`config.mk`:
```
export PLATFORM = sky130hd
export DESIGN_NAME = gpout_arbiter
export DESIGN_NICKNAME = d
export VERILOG_FILES = /design/src/rtl/gpout_arbiter.sv
export SDC_FILE = /design/constraint.sdc
export NUM_CORES = 1
export LEC_CHECK = 0
export ABC_AREA = 1
export CAP_MARGIN = 20
export CORE_MARGIN = 2
export CORE_UTILIZATION = 41
export DETAILED_ROUTE_END_ITERATION = 8
export PLACE_DENSITY = 0.81
export SLEW_MARGIN = 20
export SYNTH_ARGS = -nofsm -noshare
export SYNTH_HDL_FRONTEND = slang
export SYNTH_SLANG_ARGS = --single-unit
```
`constraint.sdc`:
```
create_clock -name i_clk -period 2.4 [get_ports i_clk]
set_input_delay 0.6 -clock i_clk [delete_from_list [all_inputs] [get_ports i_clk]]
set_output_delay 0.6 -clock i_clk [all_outputs]
set_load 0.01 [all_outputs]
```
`src/rtl/gpout_arbiter.sv`:
```
// Round-robin arbiter sharing the GPO write channel among NUM_REQ requesters.
// Define GPOUT_ARBITER_BITMASK_EN to add per-requester bit masks (i_req_mask).
module gpout_arbiter #(
    parameter int unsigned NUM_REQ = 4,
    parameter int unsigned WIDTH   = 8,
    localparam int unsigned ID_W   = (NUM_REQ > 1) ? $clog2(NUM_REQ) : 1
) (
    input  logic                       i_clk,
    input  logic                       i_rst,
    input  logic [NUM_REQ-1:0]         i_req_valid,
    output logic [NUM_REQ-1:0]         o_req_ready,
    input  logic [NUM_REQ*WIDTH-1:0]   i_req_bits,
`ifdef GPOUT_ARBITER_BITMASK_EN
    input  logic [NUM_REQ*WIDTH-1:0]   i_req_mask,
`endif
    output logic                       o_gpo_valid,
    input  logic                       i_gpo_ready,
    output logic [WIDTH-1:0]           o_gpo_bits,
    output logic [ID_W-1:0]            o_gpo_id,
    output logic [WIDTH-1:0]           o_last_value
);

    logic [ID_W-1:0]  r_ptr;
    logic [ID_W-1:0]  ptr_next;
    logic [ID_W-1:0]  cand;
    logic [ID_W-1:0]  winner;
    logic             found;
    logic             free;
    logic             grant;
    logic [WIDTH-1:0] sel_bits;
    logic [WIDTH-1:0] merged;

    assign free  = !o_gpo_valid || i_gpo_ready;
    // Reset gates the grant so no requester sees a handshake that would be lost.
    assign grant = free && found && !i_rst;

    // Scan starting at r_ptr; the first valid requester wins.
    always_comb begin
        cand   = '0;
        winner = '0;
        found  = 1'b0;
        for (int unsigned i = 0; i < NUM_REQ; i++) begin
            cand = ID_W'((32'(r_ptr) + i) % NUM_REQ);
            if (!found && i_req_valid[cand]) begin
                winner = cand;
                found  = 1'b1;
            end
        end
    end

    always_comb begin
        o_req_ready = '0;
        if (grant) begin
            o_req_ready[winner] = 1'b1;
        end
    end

    assign ptr_next = (winner == ID_W'(NUM_REQ - 1)) ? '0 : winner + 1'b1;
    assign sel_bits = i_req_bits[winner*WIDTH +: WIDTH];

`ifdef GPOUT_ARBITER_BITMASK_EN
    logic [WIDTH-1:0] sel_mask;
    assign sel_mask = i_req_mask[winner*WIDTH +: WIDTH];
    // Only owned bits change; the rest come from the previously accepted value.
    assign merged   = (o_last_value & ~sel_mask) | (sel_bits & sel_mask);
`else
    assign merged   = sel_bits;
`endif

    always_ff @(posedge i_clk) begin
        if (i_rst) begin
            o_gpo_valid  <= 1'b0;
            o_gpo_bits   <= '0;
            o_gpo_id     <= '0;
            o_last_value <= '0;
            r_ptr        <= '0;
        end else if (grant) begin
            o_gpo_valid  <= 1'b1;
            o_gpo_bits   <= merged;
            o_gpo_id     <= winner;
            o_last_value <= merged;
            r_ptr        <= ptr_next;
        end else if (i_gpo_ready) begin
            o_gpo_valid  <= 1'b0;
        end
    end

endmodule

```
# == After elaboration in Yosys (flattened, before gate mapping) ==
# Cells that the tools add are included.
# classes
add_sub_neg,4
mul,0
div_mod_pow,0
order_cmp,6
n_eq_ne,1
shifts,1
mux,22
bitwise_logic,0
reduce_logical,13
# ops
cell,count
$shiftx 32x6->8,1
$lt 2x3->1 const B,5
$mux 1,11
$mux 2,5
$bmux 1 s2,4
$logic_and 1x1->1,6
$logic_not 1->1,5
$add 2x1->2 const B,2
$add 2x2->2 const B,2
$mux 4,1
$demux 1 s2,1
$eq 2x2->1 const B,1
$ge 2x1->1 const B,1
$reduce_bool 2->1,1
$logic_or 1x1->1,1
# word_totals
register_bits,13
latch_bits,0
ramBits,0
rom_bits,0
output_inout_bits,23
word_cells,51
mem_count,0

# == Longest topological paths before layout ==
# Gate-level depths: netlist (run 1).
# logic_depth
depth_word,17
mapped_depth,15

# == Least setup slack after synthesis (run 1) ==
# Ideal clock, no wire load.
# synth_timing
kind,input port to output port
from,input i_req_valid[3]
to,output o_req_ready[3]
arrival_ns,1.836
t_required_ns,1.800
slack_ns,-0.036
cell_stages,11
path_buffers,1
cell_sequence,inv_1 -> nand2_2 -> nand3_1 -> nand2_2 -> nor2_4 -> nand3_1 -> nand3_1 -> buf_2 -> ha_1 -> inv_1 -> nor2_1
# synth_via
elab_chain_len,17
word_cells_on_any_way,30
# synth_rtl
item,line,source
"start, declared",10,"input logic [NUM_REQ-1:0] i_req_valid,"
$bmux 1 s2,44,if (!found && i_req_valid[cand]) begin
$mux 1 (implied by the code),44,
$mux 1,44,
$logic_not 1->1,44,
$logic_and 1x1->1,44,
$mux 1,44,
$logic_not 1->1,44,
$logic_and 1x1->1,44,
$mux 1,44,
$logic_not 1->1,44,
$logic_and 1x1->1,44,
$mux 2,44,
$lt 2x3->1 (implied by the code) or $ge 2x1->1 (tied branches),54,o_req_ready[winner] = 1'b1;
$logic_and 1x1->1 (implied by the code),54,
$mux 1 (implied by the code),54,
$demux 1 s2,54,
$mux 4 *,53,if (grant) begin
"end, declared",11,"output logic [NUM_REQ-1:0] o_req_ready,"
# Mark *: on every way between the ends. The rest lies on a longest branch, timed or not. The select of a mux whose other input is x is not followed.

# == Worst setup path after layout (run 1) ==
# layout_timing
from,register r_ptr[0]
to,output o_req_ready[2]
# layout_via
elab_chain_len,17
word_cells_on_any_way,33
# layout_rtl
item,line,source
"start, declared",23,logic [ID_W-1:0] r_ptr;
"start signal, assigned",82,r_ptr <= ptr_next;
branches (longest 16 deep; another with $lt 2x3->1),n/a,
$mux 4 *,53,
# Mark *: on every way between the ends. The select of a mux whose other input is x is not followed.

==> reports/qor.csv, run 1 <==
stage,metric,value,unit
timing,Slew @ Worst Pin,361,ps
synthesis,Cells after Synth,229,
die,die width,60.6,um
timing,Slew HR,75.9,%
synthesis,Yosys warning total,0,
cts,clock-pin slew on the worst setup and hold paths,80,ps
timing,"Period Utilization, post-route",102,%
place,Setup Slack @ Placement,-899,ps
final_layout,share of layout cells above drive strength 1,34.9,%
synthesis,Mapped Area,1310,um2
cts,CTS tree,yes,
timing,Final min period,2450,ps
global_route,vias in the first global route,1605,
global_route,largest net degree at the start of global routing,16,
die,Initial Util,43.0,%
hold_path,Worst Hold Class,reg2reg,
drt,Vias,1700,
die,Die ar.,3670,um2
timing,endpoints failing hold,0,
place,dpl cells,341,
drt,WL per Instance,11.9,um
pwr,Internal,1.89,mW
final_layout,area delta synth->final,76.8,%
pwr,VDD IR max,1060,uV
final_layout,most frequent cells in the layout,"clkdlybuf4s50_1 (53), nand2_1 (48), inv_1 (39), buf_4 (32), nand3_1 (27)",
synthesis,synthesized flop and latch total,13,
cts,clk root buf,clkbuf_4,
drt,remaining antenna violation count,0,
global_route,GRT Overall Usage,24.1,%
worst_setup_path,Crit Path Max Fanout,8,
timing,final worst slack,-45.7,ps
place,Area after DPL,2040,um2
synthesis,Netlist cell types,23,
pwr,Static Leak,1.20,nW
cts,worst-skew pair later-pin latency,280,ps
global_route,antenna violations before repair,0,
timing,Clock Skew,2.06,ps
synthesis,Synth Area per Inst,5.73,um2
final_layout,Post-Layout Inst Area,2320,um2
final_layout,n_diodes,0,
worst_setup_path,Worst Path Arrival,1850,ps
drt,Iteration-0 DRC Markers,71,
cts,H-tree levels,1,
synthesis,Syn Nets,269,
final_layout,"Core Util, Final",75.9,%
pwr,total power,3.71,mW
drt,DRT Pass-1 Iters,4,
global_route,Top Usage Layer GRT,met2,
die,core area,3050,um2
place,Port Buf Inserts,61,
final_layout,layout net count,353,
global_route,first-pass GRT wire length,6700,um
run_status,status,finished with violations,
die,IO Pins,62,
timing,fin. max-slew vios,0,
run_status,failing checks,negative setup slack,
global_route,met2 Track Usage GR,42.7,%
pwr,Reg power frac,11.3,%
timing,Hold WS,499,ps
drt,post-DR vias/cell,4.78,
worst_setup_path,Setup crit end kind,output pin,
drt,routed wire length,4240,um
drt,# DRC,0,
pwr,Sw Share,49.1,%
worst_setup_path,worst endpoint required time,1800,ps
cts,TritonCTS buffer count,3,
pwr,PwrDens,1600,nW/um2
cts,CTS Buffer Depth,2,
die,Row Count,20,
global_route,GR Util met1,29.1,%
global_route,gr ovfl total,0,
place,GP Congestion,0.841,
run,max-capacitance violation count,0,
final_layout,"commonest non-fill, non-tap cell in the layout",clkdlybuf4s50_1,
timing,RSZ-0062 raised after global routing,yes,
cts,CTS sink count,13,
synthesis,sequential area share after synthesis,19.8,%
timing,Fin Setup TNS,-160,ps
worst_setup_path,kind of critical path,reg2out,
pwr,sw power,1.82,mW
die,Die H,60.6,um
global_route,met3 Resource Use GR,2.13,%
worst_setup_path,Setup crit start kind,flip-flop,
pwr,clock share of power,3.7,%
place,post-DP HPWL,2850,um
pwr,Comb pwr share,85.0,%
timing,Setup Viol. Count Final,4,
timing,Max Fclk,0.409,GHz
final_layout,Final Instance Count excl. Fillers,356,
## logic make-up after synthesis
logic type	Yosys count	share of synthesized area (%)
flops	13	19.8
buf+inv	68	23.8
simple gates	140	52.2
fa+ha+maj	1	0.954
compound gates	7	3.24
## sequential cells by signal (all words and copies together), names as in the netlist
register and flops:
o_gpo_valid 1, r_ptr 2, o_gpo_id 2, o_last_value 8
## cell usage after synthesis
library cell / n / area share [%]
nand2_1: 66 / 19
inv_1: 47 / 13
nand3_1: 33 / 13
nand4_1: 15 / 7.2
dfxtp_1: 13 / 20
nand2_2: 12 / 5.7
buf_4: 8 / 4.6
nor2_1: 8 / 2.3
buf_2: 6 / 2.3
a21oi_1: 3 / 1.1
inv_2: 3 / 0.86
o21ai_0: 3 / 1.1
nand3_4: 2 / 2.7
a211oi_2: 1 / 0.95
buf_6: 1 / 0.86
buf_8: 1 / 1.1
clkbuf_1: 1 / 0.29
clkinv_1: 1 / 0.29
ha_1: 1 / 0.95
nand2_4: 1 / 0.86
nand3_2: 1 / 0.76
nor2_4: 1 / 0.86
nor3_1: 1 / 0.38
## power by group through the flow
stage | Sequential (mW) | Combinational (mW) | Clock [mW]
after detailed placement | 0.405 | 2.48 | 0
after global routing | 0.433 | 3.43 | 0.151
after global placement | 0.404 | 2.45 | 0
final | 0.419 | 3.15 | 0.137
after CTS | 0.417 | 2.81 | 0.142
after floorplan | 0.437 | 1.53 | 0
## worst max-delay path: stages (launching register included)
cell and delay (ps):
dfxtp_4 370, buf_8 140, nand2_2 80, nand2_4 70, nand2_4 80, nand2_4 60, nor2_4 130, nand3_4 120
nand3_4 120, buf_6 140, nand2_8 60, nor2_2 70, buf_2 120
## layer usage
metal | part of all wire (%) | vias up
li1 | - | 871
met1 | 39 | 745
met2 | 52 | 71
met3 | 6.2 | 13
met4 | 2.5 | 0
met5 | 0 | -
## timing repair
action                     4_1_cts  5_1_grt
hold buffers                     0        0
resized for setup               70       27
setup endpoints to repair        4        4
buffers inserted                 6        5
pin swaps                       20       10
## layout make-up
type	instances	area, um2
multi-input cells	148	907
clock buffers	4	26.3
well taps	44	55.1
inverters	51	201
flip-flops and latches	13	268
repair buffers	96	861
fillers	234	734
## final timing paths
kind	start	depth (start not counted)	end	slack, ps
worst max register to register	r_ptr[0]	16	o_last_value[4]	400
worst min register to register	o_last_value[7]	2	o_last_value[7]	500
worst max-delay path	r_ptr[0]	12	o_req_ready[2]	-50
worst min-delay path	o_last_value[7]	2	o_last_value[7]	500
Note: power is estimated with default switching activity, not from simulation.
==> inputs of run 2 (changes only) <==
--- a/config.mk
+++ b/config.mk
@@ -10,6 +10,7 @@
 export CORE_MARGIN = 2
 export CORE_UTILIZATION = 41
 export DETAILED_ROUTE_END_ITERATION = 8
+export HOLD_SLACK_MARGIN = 0.1
 export PLACE_DENSITY = 0.81
 export SLEW_MARGIN = 20
 export SYNTH_ARGS = -nofsm -noshare
==> results of run 2 <==
Final layout, timing and power as in run 1 (identical DEF).
